## src/rtl/cdc_fifo_write_arbiter_if.sv

```systemverilog
// Write-side bundle between the requesters, the arbiter and the CDC FIFO.
// master = arbiter, slave = requesters plus FIFO write port.
interface cdc_fifo_write_arbiter_if #(
  parameter int NUM_REQ    = 4,
  parameter int DATA_WIDTH = 32,
  parameter int ADDR_WIDTH = 4
);
  localparam int ID_W = $clog2(NUM_REQ);

  logic [NUM_REQ-1:0]            req_valid;
  logic [NUM_REQ*DATA_WIDTH-1:0] req_data;
  logic [NUM_REQ-1:0]            req_last;
  logic [NUM_REQ-1:0]            req_ready;
  logic                          fifo_wr_en;
  logic [DATA_WIDTH+ID_W-1:0]    fifo_wr_data;
  logic                          fifo_full;
  logic [ADDR_WIDTH:0]           fifo_wr_count;

  modport master (
    input  req_valid, req_data, req_last,
    input  fifo_full, fifo_wr_count,
    output req_ready, fifo_wr_en, fifo_wr_data
  );

  modport slave (
    output req_valid, req_data, req_last,
    output fifo_full, fifo_wr_count,
    input  req_ready, fifo_wr_en, fifo_wr_data
  );
endinterface

```

## src/rtl/cdc_fifo_write_arbiter.sv

```systemverilog
// Round-robin burst arbiter for a shared CDC FIFO write port.
// Beats pass through combinationally; grants end on last, cap or timeout.
module cdc_fifo_write_arbiter #(
  parameter int NUM_REQ      = 4,
  parameter int DATA_WIDTH   = 32,
  parameter int ADDR_WIDTH   = 4,
  parameter int MAX_BURST    = 8,
  parameter int START_SPACE  = 4,
  parameter int IDLE_TIMEOUT = 16,
  localparam int ID_W = $clog2(NUM_REQ)
) (
  input  logic            clk,
  input  logic            rst_n,
  input  logic            enable,
  cdc_fifo_write_arbiter_if.master bus,
  output logic            burst_active,
  output logic [ID_W-1:0] grant_id,
  output logic            timeout_pulse
);

  localparam logic [ADDR_WIDTH:0] DEPTH =
    (ADDR_WIDTH+1)'(1 << ADDR_WIDTH);
  localparam logic [ADDR_WIDTH:0] SPACE =
    (ADDR_WIDTH+1)'(START_SPACE);
  localparam logic [7:0] MAXB = 8'(MAX_BURST);
  localparam logic [7:0] TMO  = 8'(IDLE_TIMEOUT);

  typedef enum logic {S_IDLE, S_BURST} state_t;

  state_t          state_q, state_d;
  logic [ID_W-1:0] gid_q, gid_d;
  logic [ID_W-1:0] rr_q, rr_d;
  logic [7:0]      beat_q, beat_d;
  logic [7:0]      idle_q, idle_d;
  logic            tmo_q, tmo_d;

  logic [ADDR_WIDTH:0]   free;
  logic                  found;
  logic [ID_W-1:0]       pick, idx;
  logic                  vld_g, last_g, beat;
  logic [DATA_WIDTH-1:0] data_g;

  assign free   = DEPTH - bus.fifo_wr_count;
  assign vld_g  = bus.req_valid[gid_q];
  assign last_g = bus.req_last[gid_q];

  always_comb begin
    data_g = '0;
    for (int i = 0; i < NUM_REQ; i++) begin
      if (gid_q == ID_W'(i))
        data_g = bus.req_data[i*DATA_WIDTH +: DATA_WIDTH];
    end
  end

  // Walk backwards so the closest valid after rr_q wins last.
  always_comb begin
    found = 1'b0;
    pick  = '0;
    idx   = '0;
    for (int k = NUM_REQ - 1; k >= 0; k--) begin
      idx = ID_W'((int'(rr_q) + k) % NUM_REQ);
      if (bus.req_valid[idx]) begin
        found = 1'b1;
        pick  = idx;
      end
    end
  end

  always_comb begin
    state_d          = state_q;
    gid_d            = gid_q;
    rr_d             = rr_q;
    beat_d           = beat_q;
    idle_d           = idle_q;
    tmo_d            = 1'b0;
    beat             = 1'b0;
    bus.req_ready    = '0;
    bus.fifo_wr_en   = 1'b0;
    bus.fifo_wr_data = '0;
    unique case (state_q)
      S_IDLE: begin
        if (enable && found && free >= SPACE) begin
          state_d = S_BURST;
          gid_d   = pick;
          rr_d    = ID_W'((int'(pick) + 1) % NUM_REQ);
          beat_d  = '0;
          idle_d  = '0;
        end
      end
      S_BURST: begin
        bus.req_ready[gid_q] = !bus.fifo_full;
        beat             = vld_g && !bus.fifo_full;
        bus.fifo_wr_en   = beat;
        bus.fifo_wr_data = {gid_q, data_g};
        idle_d = vld_g ? 8'd0 : idle_q + 8'd1;
        if (beat) begin
          beat_d = beat_q + 8'd1;
          if (last_g || beat_d == MAXB)
            state_d = S_IDLE;
        end else if (!vld_g && idle_d == TMO) begin
          state_d = S_IDLE;
          tmo_d   = 1'b1;
        end
      end
      default: state_d = S_IDLE;
    endcase
  end

  always_ff @(posedge clk or negedge rst_n) begin
    if (!rst_n) begin
      state_q <= S_IDLE;
      gid_q   <= '0;
      rr_q    <= '0;
      beat_q  <= '0;
      idle_q  <= '0;
      tmo_q   <= 1'b0;
    end else begin
      state_q <= state_d;
      gid_q   <= gid_d;
      rr_q    <= rr_d;
      beat_q  <= beat_d;
      idle_q  <= idle_d;
      tmo_q   <= tmo_d;
    end
  end

  assign burst_active  = (state_q == S_BURST);
  assign grant_id      = gid_q;
  assign timeout_pulse = tmo_q;

endmodule

```

## src/flat_wrapper.sv

```systemverilog
// flat-port wrapper written by rule: the top's interface ports become plain ports
module cdc_fifo_write_arbiter_flat 
#(
  parameter int NUM_REQ      = 4,
  parameter int DATA_WIDTH   = 32,
  parameter int ADDR_WIDTH   = 4,
  parameter int MAX_BURST    = 8,
  parameter int START_SPACE  = 4,
  parameter int IDLE_TIMEOUT = 16,
  localparam int ID_W = $clog2(NUM_REQ)
)
  (clk, rst_n, enable, burst_active, grant_id, timeout_pulse, bus_req_valid, bus_req_data, bus_req_last, bus_fifo_full, bus_fifo_wr_count, bus_req_ready, bus_fifo_wr_en, bus_fifo_wr_data);
  cdc_fifo_write_arbiter_if #(.NUM_REQ(NUM_REQ), .DATA_WIDTH(DATA_WIDTH), .ADDR_WIDTH(ADDR_WIDTH)) bus_i ();
  input  logic clk;
  input  logic rst_n;
  input  logic enable;
  output logic burst_active;
  output logic [ID_W-1:0] grant_id;
  output logic timeout_pulse;
  input wire logic [$bits(bus_i.req_valid)-1:0] bus_req_valid;
  input wire logic [$bits(bus_i.req_data)-1:0] bus_req_data;
  input wire logic [$bits(bus_i.req_last)-1:0] bus_req_last;
  input wire logic [$bits(bus_i.fifo_full)-1:0] bus_fifo_full;
  input wire logic [$bits(bus_i.fifo_wr_count)-1:0] bus_fifo_wr_count;
  output wire logic [$bits(bus_i.req_ready)-1:0] bus_req_ready;
  output wire logic [$bits(bus_i.fifo_wr_en)-1:0] bus_fifo_wr_en;
  output wire logic [$bits(bus_i.fifo_wr_data)-1:0] bus_fifo_wr_data;
  assign bus_i.req_valid = bus_req_valid;
  assign bus_i.req_data = bus_req_data;
  assign bus_i.req_last = bus_req_last;
  assign bus_i.fifo_full = bus_fifo_full;
  assign bus_i.fifo_wr_count = bus_fifo_wr_count;
  assign bus_req_ready = bus_i.req_ready;
  assign bus_fifo_wr_en = bus_i.fifo_wr_en;
  assign bus_fifo_wr_data = bus_i.fifo_wr_data;
  cdc_fifo_write_arbiter #(.NUM_REQ(NUM_REQ), .DATA_WIDTH(DATA_WIDTH), .ADDR_WIDTH(ADDR_WIDTH), .MAX_BURST(MAX_BURST), .START_SPACE(START_SPACE), .IDLE_TIMEOUT(IDLE_TIMEOUT)) u_core (.clk(clk), .rst_n(rst_n), .enable(enable), .bus(bus_i), .burst_active(burst_active), .grant_id(grant_id), .timeout_pulse(timeout_pulse));
endmodule
```

## config.mk

```make
export PLATFORM = sky130hd
export DESIGN_NAME = cdc_fifo_write_arbiter_flat
export DESIGN_NICKNAME = d
export VERILOG_FILES = /design/src/rtl/cdc_fifo_write_arbiter_if.sv /design/src/rtl/cdc_fifo_write_arbiter.sv /design/src/flat_wrapper.sv
export SDC_FILE = /design/constraint.sdc
export NUM_CORES = 1
export LEC_CHECK = 0
export ABC_AREA = 1
export BUFFER_PORTS_ARGS = -buffer_cell sky130_fd_sc_hd__buf_2
export CORE_MARGIN = 2
export CORE_UTILIZATION = 39
export CTS_CLUSTER_DIAMETER = 30
export DETAILED_ROUTE_END_ITERATION = 10
export PLACE_DENSITY = 0.79
export SETUP_SLACK_MARGIN = 0.3
export SYNTH_ARGS = -nofsm -noshare
export SYNTH_HDL_FRONTEND = slang
export SYNTH_SLANG_ARGS = --single-unit
```

## constraint.sdc

```tcl
create_clock -name clk -period 1.59 [get_ports clk]
set_input_delay 0.318 -clock clk [delete_from_list [all_inputs] [get_ports clk]]
set_output_delay 0.318 -clock clk [all_outputs]
set_load 0.02 [all_outputs]
```

* Yosys cells after proc, flatten, opt, wreduce, memory -nomap -nowiden
Cells that the tools add are included.
Cells by class: mux-type cells 42, bitwise operators 2, add/subtract/negate cells 7, magnitude comparators 7, equality and inequality tests 7, reductions and logical operators 11
Operators by type and width (number):
- $mux 32 | 4
- $mux 34 | 1
- $pmux 8 s2 | 2
- $mux 8 | 3
- $mux 1 | 19
- $add 8x1->8 const B | 2
- $lt 2x3->1 const B | 5
- $bmux 1 s2 | 6
- $eq 8x4->1 const B | 1
- $eq 8x5->1 const B | 1
- $mux 2 | 4
- $ge 5x3->1 const B | 1
- $logic_and 1x1->1 | 5
- $sub 5x5->5 const A | 1
- $add 2x1->2 const B | 2
- $add 2x2->2 const B | 2
- $and 4x4->4 | 1
- $eq 2x2->1 const B | 2
- $mux 4 | 1
- $reduce_and 2->1 | 2
- $demux 1 s2 | 1
- $eq 2x1->1 const B | 1
- $ge 2x1->1 const B | 1
- $logic_not 1->1 | 2
- 6 further kinds | 6
Storage, ports and cells: logic and storage cells 82, input port bits 145, output and inout bits 43, register bits after elaboration 22

* Longest topological paths before layout
depth after elaboration 11, depth in mapped cells 14

* Worst setup path after synthesis
No wires, ideal clock.
kind reg2out, start point register u_core.gid_q[1] (netlist: u_core.grant_id[1]), end point output bus_fifo_wr_data[25], cell stages (with the launch flop) 8, buffers on the path 2, slack -0.361 ns, data arrival time 1.633 ns, data required time 1.272 ns, path through dfrtp_1 buf_6 nand2_4 clkinv_1 buf_2 nor2_1 o221ai_1 a21oi_1
Between the ends: longest elaborated chain between the ends 6, elaborated cells between the ends (all ways) 9, classes of those cells eq/ne (3); mux (5); reduce/logical (1)
RTL lines:
- start, declared | line cdc_fifo_write_arbiter.sv:31 | logic [ID_W-1:0] gid_q, gid_d;
- start signal, assigned | line cdc_fifo_write_arbiter.sv:119 | gid_q <= gid_d;
- $logic_not 2->1 | line cdc_fifo_write_arbiter.sv:50 | if (gid_q == ID_W'(i))
- $mux 32 (3 in series) | line cdc_fifo_write_arbiter.sv:50
- $mux 32 * | line cdc_fifo_write_arbiter.sv:50
- $mux 34 * | line cdc_fifo_write_arbiter.sv:80 | unique case (state_q)
- end, declared | line flat_wrapper.sv:27 | output wire logic [$bits(bus_i.fifo_wr_data)-1:0] bus_fifo_wr_data;
Mark *: on every way between the ends. The rest lies on a longest branch, timed or not.

* Final worst setup path
start point register u_core.gid_q[0] (netlist: u_core.grant_id[0]), end point output bus_fifo_wr_data[0]
The elaborated chain is that of the path after synthesis.

==> flow_summary.json <==
{
  "yosysTopAreaCellShare_pct": 20.0,
  "synthFlopType": "dfrtp_1",
  "setup_slack_ns": -0.580,
  "synth.avg_cell_area_um2": 6.04,
  "design_area_um2": 5850,
  "syn_nets": 602,
  "synth_edf_count": 0,
  "n_antenna_cell": 0,
  "status": "complete, but fails checks",
  "root_buffer": "clkbuf_8",
  "first_iter_violations": 449,
  "synth_area_um2": 2750,
  "overflow": 0,
  "place_area_um2": 4250,
  "hold_violations": 9,
  "drtPass1Iterations": 5,
  "violations": "hold timing, setup timing",
  "seq_area_frac_synth_pct": 20.0,
  "ys_ff_latch": 22,
  "grtUsageTotal_pct": 31.5,
  "drive_above_1_share_pct": 67.9,
  "synthArstFlopShare_pct": 100,
  "synthDistinctLibCells": 41,
  "fmax_mhz": 461,
  "antenna_found_initial": 0,
  "grt_pass1_vias": 4135,
  "rows": 30,
  "min_period_ns": 2.17,
  "grt_pass1_wl_mm": 19.5,
  "timing.final.crit_share_pct": 136,
  "die_x_um": 88.0,
  "die_y_um": 88.0,
  "yosys_warnings": 0,
  "critical_path_class": "flop to output port",
  "worstMarginPinSlew_ns": 0.535,
  "start_util_pct": 40.5,
  "routed_via_density": 6.28,
  "finalSetupViolations": 62,
  "wl_mm": 18.2,
  "min_path_type": "input port to async pin",
  "p_total_mw": 11.7,
  "maxCapViolCount": 0,
  "peakVddDrop_v": 0.00124,
  "place_hpwl_mm": 8.24,
  "ioPinCount": 188,
  "finalClockSkew_ns": 0.0188,
  "relSlewSlack_pct": 64.3,
  "synth_area_leaders": "dfrtp_1 20%, nand2_1 18%, nand3_1 7.5%, nor2_1 7.2%, inv_1 6.7%",
  "power.leakage_nw": 3.01,
  "ant_nets": 0,
  "hold_buffers": 0,
  "cts.sinks": 22,
  "rsz0062_at_grt": "true",
  "clk_latency_ns": 0.29,
  "h-tree-depth": 1,
  "post-place-ws_ns": -0.169,
  "start_kind": "flop",
  "area_delta_synth_final_pct": 113,
  "gp_congestion": 0.886,
  "wire_per_inst_um": 22.9,
  "vias": 4996,
  "synth_area_leader_cell": "dfrtp_1",
  "grt_max_degree": 26,
  "port-buffer-count": 187,
  "final_nets": 848,
  "die_area_um2": 7740,
  "clk_pin_slew_ns": 0.11,
  "slew_viol_final": 0,
  "netlist_instances": 455,
  "timing.hold.ws_ns": -0.0113,
  "core-area_um2": 6790,
  "p_per_area_nw_per_um2": 2010,
  "clock_path_buffers": 2,
  "cts_buffers": 3,
  "cts_tree": "built",
  "critPathCaptureType": "output port",
  "worstPathArrival_ns": 1.85,
  "critPathMaxFanout": 6,
  "drcViolationCount": 0,
  "cp.required_ns": 1.27
}
==> metal layers <==
metal / GRT usage (%) / wire, um
met3: 6.69 / 1990
met2: 58.1 / 8880
met4: 10.1 / 1620
met5: 3.25 / 0
met1: 35.9 / 5730
==> registers in the layout, summed over array words and instances, names as in the netlist <==
signal,count
u_core.timeout_pulse,1
u_core.idle_q,8
u_core.rr_q,2
u_core.grant_id,2
u_core.beat_q,8
u_core.burst_active,1
==> cell usage after synthesis (2+ instances only) <==
cell      count
a21oi_1      16
o22ai_1       7
nand3_1      41
buf_4         2
inv_1        49
nor2_1       53
o21ai_1       5
dfrtp_1      22
buf_2         3
buf_6         5
nand3b_1      2
nand2_2       5
nor2_8        2
nand4_1       4
o221ai_1     13
clkbuf_1     11
o21ai_0      24
inv_2         2
o21ai_2       4
ha_1          2
inv_4         2
nand2_1     135
nand3_2      11
o21a_1        2
o211ai_1     17
==> final timing paths <==
path	start	endpoint	slack, ns	cells after the start
min in group clk	bus_req_last[2]	u_core.burst_active	0.53	6
setup / recovery	u_core.grant_id[0]	bus_fifo_wr_data[0]	-0.58	7
setup reg to reg	u_core.idle_q[1]	u_core.burst_active	-0.51	10
hold reg to reg	u_core.beat_q[1]	u_core.beat_q[1]	0.57	2
hold / removal	rst_n	u_core.idle_q[3]	-0.01	1
max in group asynchronous	rst_n	u_core.grant_id[0]	1.22	1
==> cell usage in the layout, fill, tap and decap left out, types with 2 or more instances in the layout <==
cell / n
dfrtp_2: 5
o21ai_0: 11
o22ai_2: 6
inv_2: 19
nor2_2: 9
o211ai_1: 17
o221ai_2: 11
nor2_4: 21
o21ai_1: 12
nand3b_1: 2
clkinv_8: 4
clkbuf_16: 4
inv_1: 29
nand3_2: 34
o21a_1: 2
inv_8: 2
nand2_4: 29
nand3_4: 6
inv_4: 2
dfrtp_1: 17
a21oi_2: 15
o221ai_4: 2
nand4_1: 4
nor2_1: 25
o21ai_4: 3
nand3_1: 13
ha_1: 2
buf_6: 56
buf_4: 40
nand2_8: 2
nand2_2: 26
clkbuf_8: 3
buf_8: 2
o21ai_2: 7
nor2_8: 2
buf_12: 13
buf_2: 146
nand2_1: 84
==> critical path: stages, from the launching register on <==
cell and delay [ns]:
dfrtp_2 0.48, buf_6 0.16, buf_4 0.15, o21ai_0 0.30, nand3_2 0.14, o211ai_1 0.11, inv_1 0.09, buf_6 0.14
==> cell type report <==
type,instances,area (um^2)
inverters,55,256
multi-input cells,355,2730
flip-flops and latches,22,557
repair inverters,2,32.5
clock inverters,1,30.0
well taps,96,120
repair buffers,262,2080
clock buffers,3,41.3
fillers,297,945
==> timing repair <==
action | in CTS | in global routing
setup endpoints to repair | 64 | 64
pin swaps | 33 | 43
buffers inserted | 24 | 13
gates cloned | 3 | 4
gates resized for setup | 129 | 161
==> power by group <==
group / internal [mW] / switching [mW] / total (mW)
Clock: 0.338 / 0.243 / 0.581
Sequential: 0.692 / 0.243 / 0.934
Combinational: 4.62 / 5.60 / 10.2
Total: 5.65 / 6.09 / 11.7
==> cells by family (layout without fill, tap and decap cells) <==
family	after synthesis	count (layout)	share of synthesized area, %
AO/OA/AOI/OAI	89	89	20.7
XOR/XNOR	2	2	0.637
adder cells (fa/ha/maj)	2	2	0.910
buffers and inverters	78	323	13.2
flip-flops	22	22	20.0
AND/OR/NAND/NOR	262	262	44.6
==> metrics by stage <==
stage / instances / setup TNS (ns) / utilization [%]
global route: 796 / -23.69 / 86.1
floorplan: 455 / -0.960 / -
global placement: 748 / -1.84 / 62.5
finish: 796 / -21.32 / 86.1
CTS: 779 / -12.68 / 73.7
detailed placement: 748 / -3.34 / 62.5
No activity file was read; power rests on OpenSTA's default activity.
